**src/rtl/lpf_frame_ctrl.sv**
```systemverilog
// Frame sequencer for the low-pass filter core: resets and configures the core, gates the
// input pixel stream, and checks the core's output raster flags with a stall watchdog.
module lpf_frame_ctrl #(
    parameter int unsigned XB      = 10,
    parameter int unsigned YB      = 10,
    parameter int unsigned PB      = 8,
    parameter int unsigned TIMEOUT = 1024
) (
    input  logic          clk,
    input  logic          rst_n,
    input  logic          start,
    input  logic          abort,
    input  logic [XB-1:0] cfg_width,
    input  logic [YB-1:0] cfg_height,
    output logic          busy,
    output logic          frame_done,
    output logic          err,
    output logic [1:0]    err_code,
    output logic          core_rst,
    output logic [XB-1:0] core_cfg_width,
    output logic [YB-1:0] core_cfg_height,
    input  logic          src_valid,
    input  logic [PB-1:0] src_data,
    output logic          src_ready,
    output logic          core_in_valid,
    output logic [PB-1:0] core_in_data,
    input  logic          core_in_ready,
    input  logic          out_valid,
    input  logic          out_ready,
    input  logic          out_last_x,
    input  logic          out_last_y
);

    localparam int unsigned WB = $clog2(TIMEOUT + 1);
    localparam logic [WB-1:0] WdLimit = WB'(TIMEOUT);

    typedef enum logic [2:0] {StIdle, StFlush, StRun, StDone, StError} state_e;

    state_e        state_q, state_d;
    logic [1:0]    flush_q, flush_d;
    logic [XB-1:0] cfg_w_q, cfg_w_d, in_x_q, in_x_d, out_x_q, out_x_d;
    logic [YB-1:0] cfg_h_q, cfg_h_d, in_y_q, in_y_d, out_y_q, out_y_d;
    logic          in_done_q, in_done_d;
    logic [WB-1:0] wd_q, wd_d;
    logic          err_q, err_d;
    logic [1:0]    code_q, code_d;

    logic run, in_fire, out_fire, in_end_x, in_end_y, out_end_x, out_end_y, mismatch;

    assign run       = (state_q == StRun);
    assign in_end_x  = (in_x_q == cfg_w_q);
    assign in_end_y  = (in_y_q == cfg_h_q);
    assign out_end_x = (out_x_q == cfg_w_q);
    assign out_end_y = (out_y_q == cfg_h_q);

    assign core_in_data  = src_data;
    assign core_in_valid = src_valid & run & ~in_done_q;
    assign src_ready     = core_in_ready & run & ~in_done_q;
    assign in_fire       = src_valid & src_ready;
    assign out_fire      = out_valid & out_ready & run;
    assign mismatch      = out_fire & ((out_last_x != out_end_x) | (out_last_y != out_end_y));

    assign busy            = (state_q != StIdle);
    assign frame_done      = (state_q == StDone);
    assign core_rst        = ~run;
    assign err             = err_q;
    assign err_code        = code_q;
    assign core_cfg_width  = cfg_w_q;
    assign core_cfg_height = cfg_h_q;

    always_comb begin
        state_d   = state_q;
        flush_d   = flush_q;
        cfg_w_d   = cfg_w_q;
        cfg_h_d   = cfg_h_q;
        in_x_d    = in_x_q;
        in_y_d    = in_y_q;
        in_done_d = in_done_q;
        out_x_d   = out_x_q;
        out_y_d   = out_y_q;
        wd_d      = wd_q;
        err_d     = err_q;
        code_d    = code_q;
        unique case (state_q)
            StIdle: begin
                if (start) begin
                    state_d   = StFlush;
                    flush_d   = '0;
                    cfg_w_d   = cfg_width;
                    cfg_h_d   = cfg_height;
                    in_x_d    = '0;
                    in_y_d    = '0;
                    in_done_d = 1'b0;
                    out_x_d   = '0;
                    out_y_d   = '0;
                    wd_d      = '0;
                    err_d     = 1'b0;
                    code_d    = 2'd0;
                end
            end
            StFlush: begin
                if (abort) begin
                    state_d = StError;
                    err_d   = 1'b1;
                    code_d  = 2'd3;
                end else if (flush_q == 2'd3) begin
                    state_d = StRun;
                end else begin
                    flush_d = flush_q + 2'd1;
                end
            end
            StRun: begin
                if (in_fire) begin
                    in_x_d = in_end_x ? '0 : in_x_q + 1'b1;
                    if (in_end_x) begin
                        in_y_d = in_end_y ? '0 : in_y_q + 1'b1;
                    end
                    if (in_end_x && in_end_y) begin
                        in_done_d = 1'b1;
                    end
                end
                if (out_fire) begin
                    out_x_d = out_end_x ? '0 : out_x_q + 1'b1;
                    if (out_end_x) begin
                        out_y_d = out_end_y ? '0 : out_y_q + 1'b1;
                    end
                end
                wd_d = (in_fire || out_fire) ? '0 : wd_q + 1'b1;
                // Exit priority: abort, flag mismatch, completion, watchdog.
                if (abort) begin
                    state_d = StError;
                    err_d   = 1'b1;
                    code_d  = 2'd3;
                end else if (mismatch) begin
                    state_d = StError;
                    err_d   = 1'b1;
                    code_d  = 2'd1;
                end else if (out_fire && out_end_x && out_end_y) begin
                    state_d = StDone;
                end else if (!(in_fire || out_fire) && (wd_q + 1'b1) == WdLimit) begin
                    state_d = StError;
                    err_d   = 1'b1;
                    code_d  = 2'd2;
                end
            end
            StDone:  state_d = StIdle;
            StError: state_d = StIdle;
            default: state_d = StIdle;
        endcase
    end

    always_ff @(posedge clk) begin
        if (!rst_n) begin
            state_q   <= StIdle;
            flush_q   <= '0;
            cfg_w_q   <= '0;
            cfg_h_q   <= '0;
            in_x_q    <= '0;
            in_y_q    <= '0;
            in_done_q <= 1'b0;
            out_x_q   <= '0;
            out_y_q   <= '0;
            wd_q      <= '0;
            err_q     <= 1'b0;
            code_q    <= 2'd0;
        end else begin
            state_q   <= state_d;
            flush_q   <= flush_d;
            cfg_w_q   <= cfg_w_d;
            cfg_h_q   <= cfg_h_d;
            in_x_q    <= in_x_d;
            in_y_q    <= in_y_d;
            in_done_q <= in_done_d;
            out_x_q   <= out_x_d;
            out_y_q   <= out_y_d;
            wd_q      <= wd_d;
            err_q     <= err_d;
            code_q    <= code_d;
        end
    end

endmodule

```
**config.mk**
```make
export PLATFORM = sky130hd
export DESIGN_NAME = lpf_frame_ctrl
export DESIGN_NICKNAME = d
export VERILOG_FILES = /design/src/rtl/lpf_frame_ctrl.sv
export SDC_FILE = /design/constraint.sdc
export NUM_CORES = 1
export LEC_CHECK = 0
export CAP_MARGIN = 20
export CORE_ASPECT_RATIO = 1.75
export CORE_MARGIN = 2
export CORE_UTILIZATION = 30
export CTS_BUF_LIST = sky130_fd_sc_hd__clkbuf_16
export DETAILED_ROUTE_END_ITERATION = 7
export GPL_TIMING_DRIVEN = 0
export PLACE_DENSITY = 0.61
export SYNTH_ARGS = -nofsm -noshare
export SYNTH_HDL_FRONTEND = slang
export SYNTH_SLANG_ARGS = --single-unit
export TNS_END_PERCENT = 30
```
**constraint.sdc**
```tcl
create_clock -name clk -period 3.02 [get_ports clk]
set_clock_uncertainty 0.15 [all_clocks]
set_input_delay 0.453 -clock clk [delete_from_list [all_inputs] [get_ports clk]]
set_output_delay 0.453 -clock clk [all_outputs]
set_load 0.05 [all_outputs]
```
==> impl_metrics.ini <==
[synthesis]
yosysUniqueCellTypes = 52
synthArstFlopShare_pct = 0
syn_avg_cell_area_um2 = 8.32
synth_area_leader_cell = dfxtp_1
synth-seq-cells = 80
syn_area_mm2 = 0.00437
netlist_top_cells_area = dfxtp_1 (37%), xnor2_1 (10%), nand2_1 (6.9%), xor2_1 (5.8%), nor2_1 (4.8%)
synth_flop_cell = dfxtp_1
synth_edf_count = 0
yosysSeqAreaShare_pct = 36.7
synthDominantCellAreaShare_pct = 36.7
synth_cells = 525
syn_nets = 570
yosysWarnings = 0

[grt]
grt_max_degree = 15
grt_pass1_vias = 3897
grt_antenna_before_repair = 0
grt_pass1_wl_um = 18600
track_usage_pct = 15.2
gr-total-overflow = 0

[detailed_routing]
dr.pass1.iters = 4
drtAntennaViolNets = 0
routedWlPerCell_um = 14.6
drtIter0Drc = 160
drc = 0
wl_um = 11500
via_count = 3888
viasPerCell = 4.95

[run_status]
status = complete, no violations

[worst_setup_path]
crit_family = buffers and inverters
cp_max_fo = 10
setup.worst_path.class = flop to output pin
crit_path_end_kind = output pin
start_kind = flop
crit_top_cell = buf_2
worstPathCellList = buf_2 -> nor3b_2 -> buf_2 -> and3_1 -> dlygate4sd2_1
slowest_stage = dlygate4sd2_1
required_ps = 2420
cp_num_buf_inv = 3
cpPeakStageDelay_ps = 530
cp.arrival_ps = 2190

[clock_tree]
clkLatencyLatePin_ps = 340
cts_tree = done
cts_setup_buffers = 0
cts_max_path_buffers = 2
cts_root_buffer = clkbuf_16
cts.sink_count = 80
numCtsBuffers = 9
htreeDepth = 3
path_clk_slew_ps = 70

[final_layout]
final_area_mm2 = 0.00554
fin_cells = 786
num-nets-final = 646
antennaDiodeCount = 0
layout-drive-gt1-share_pct = 7.26
fillers = 1443
area_growth_pct = 27.0

[timing]
worst_pin_slew_ps = 586
tns_ps = 0
setup_viol = 0
post-route-period-util_pct = 92.3
maxSlewViolCount = 0
period_needed_ps = 2790
slew_headroom_pct = 60.7
hold_ws_ps = 312
grt_setup_unrepaired = no
max_freq_mhz = 359
finalHoldViolCount = 0

[run]
maxCapViolCount = 0

[pwr]
ir_drop_v = 0.000286
power.leakage_nw = 1.99
cellPowerDensity_mw_per_mm2 = 517
power_w = 0.00287

[placement]
hpwl_um = 8860
postPlaceCellArea_mm2 = 0.00524
routabilityCongestion = 0.911
place_inst = 770
portBuffers = 65

[floorplanning]
die-area_mm2 = 0.0156
start_util_pct = 30.5
rows = 58
die-width_um = 95.2
core_mm2 = 0.0143
die_h_um = 164
io_pins = 74

[hold_path]
hold_class = flop to flop
metal layers:
metal	wire length (um)	track usage, %
met5	0	0
met4	357	6.92
met3	436	2.68
met2	6280	28.9
met1	4420	15.7
cell type report:
cell class	count	area, um2	area share, %
clock buffer	9	225	4.06
sequential	80	1600	28.9
timing repair buffer	65	647	11.7
buffer	32	168	3.02
inverter	6	22.5	0.406
multi-input combinational	407	2580	46.6
clock inverter	7	72.6	1.31
tap	180	225	4.06
final timing paths:
kind / from / end / slack [ps] / depth (start not counted)
worst min-delay path: err$_SDFFE_PN0P_ / err$_SDFFE_PN0P_ / 310 / 2
worst max register to register: core_cfg_width[9]$_SDFFE_PN0P_ / out_y_q[6]$_SDFFE_PN0P_ / 290 / 7
worst max-delay path: state_q[1]$_SDFFE_PN0P_ / core_in_valid / 230 / 5
worst min register to register: err$_SDFFE_PN0P_ / err$_SDFFE_PN0P_ / 310 / 2
timing repair:
| item | CTS | global route |
|---|---|---|
| resized for setup | 3 | 1 |
| hold buffers | 0 | 0 |
| endpoints found under the setup margin | 3 | 10 |
| hold endpoints to repair | 0 | 0 |
worst reg2reg max path, delay by kind of cell, from the launching register on:
family,cells,cell delay (ps)
simple gates,3,820
compound gates,2,760
buf+inv,1,240
flops,1,460
xor+xnor,1,150
placed cells by master (no fill, tap or decap), types with 3 or more instances in the layout:
cell,synthesis,routed
a21boi_0,23,23
a21oi_1,12,12
a22oi_1,5,5
a31oi_1,6,6
and2_1,9,9
and3_1,9,9
buf_2,8,8
buf_4,8,8
clkbuf_1,15,15
clkbuf_16,0,9
clkdlybuf4s50_1,0,62
clkinv_4,0,3
dfxtp_1,80,80
dlygate4sd2_1,0,3
ha_1,7,7
inv_1,6,6
mux2i_1,3,3
nand2_1,80,80
nand2b_1,4,4
nand3_1,17,17
nand4_1,19,19
nor2_1,56,56
nor2b_1,12,12
nor3_1,13,13
nor4_1,3,3
nor4_4,3,3
o21a_1,3,3
o21ai_0,13,13
xnor2_1,50,50
xor2_1,29,29
stage by stage:
stage	utilization [%]	worst slack, ps
global placement	36.7	-194
floorplan	-	492
detailed placement	36.7	-219
finish	38.8	231
CTS	38.7	123
global route	38.8	149
logic make-up (layout without fill, tap and decap cells):
family	Yosys count	after routing	share of synthesized area, %
compound gates	80	80	12.7
xor+xnor	80	80	16.2
fa+ha+maj	7	7	2.01
buf+inv	38	119	4.36
flops	80	80	36.7
mux	3	3	0.688
simple gates	237	237	27.3
cell usage after synthesis, types with 2 or more instances:
master	number
dfxtp_1	80
nor2b_1	12
nor2_1	56
buf_4	8
clkbuf_1	15
and2_1	9
o211ai_1	2
inv_1	6
nand4_1	19
buf_2	8
a21o_1	2
a21boi_0	23
a311oi_2	2
nand2b_1	4
nor3_1	13
nor3b_1	2
and3_1	9
a22oi_1	5
xnor2_1	50
a21oi_1	12
nor4_4	3
nor4_1	3
nand2_1	80
o21ai_0	13
xor2_1	29
nand3_1	17
o21bai_1	2
ha_1	7
o21a_1	3
a31oi_1	6
mux2i_1	3
nor3b_2	2
where the power goes:
group | switching [W] | internal (W)
Clock | 0.000458 | 0.000640
Combinational | 0.000379 | 0.000237
Sequential | 0.0000568 | 0.00110
registers in the layout, indices dropped and copies added (netlist names):
signal,count
wd_q,11
core_cfg_height,10
core_cfg_width,10
in_x_q,10
in_y_q,10
out_x_q,10
out_y_q,10
state_q,3
err_code,2
flush_q,2
err,1
in_done_q,1
Note: power is estimated with default switching activity, not from simulation.
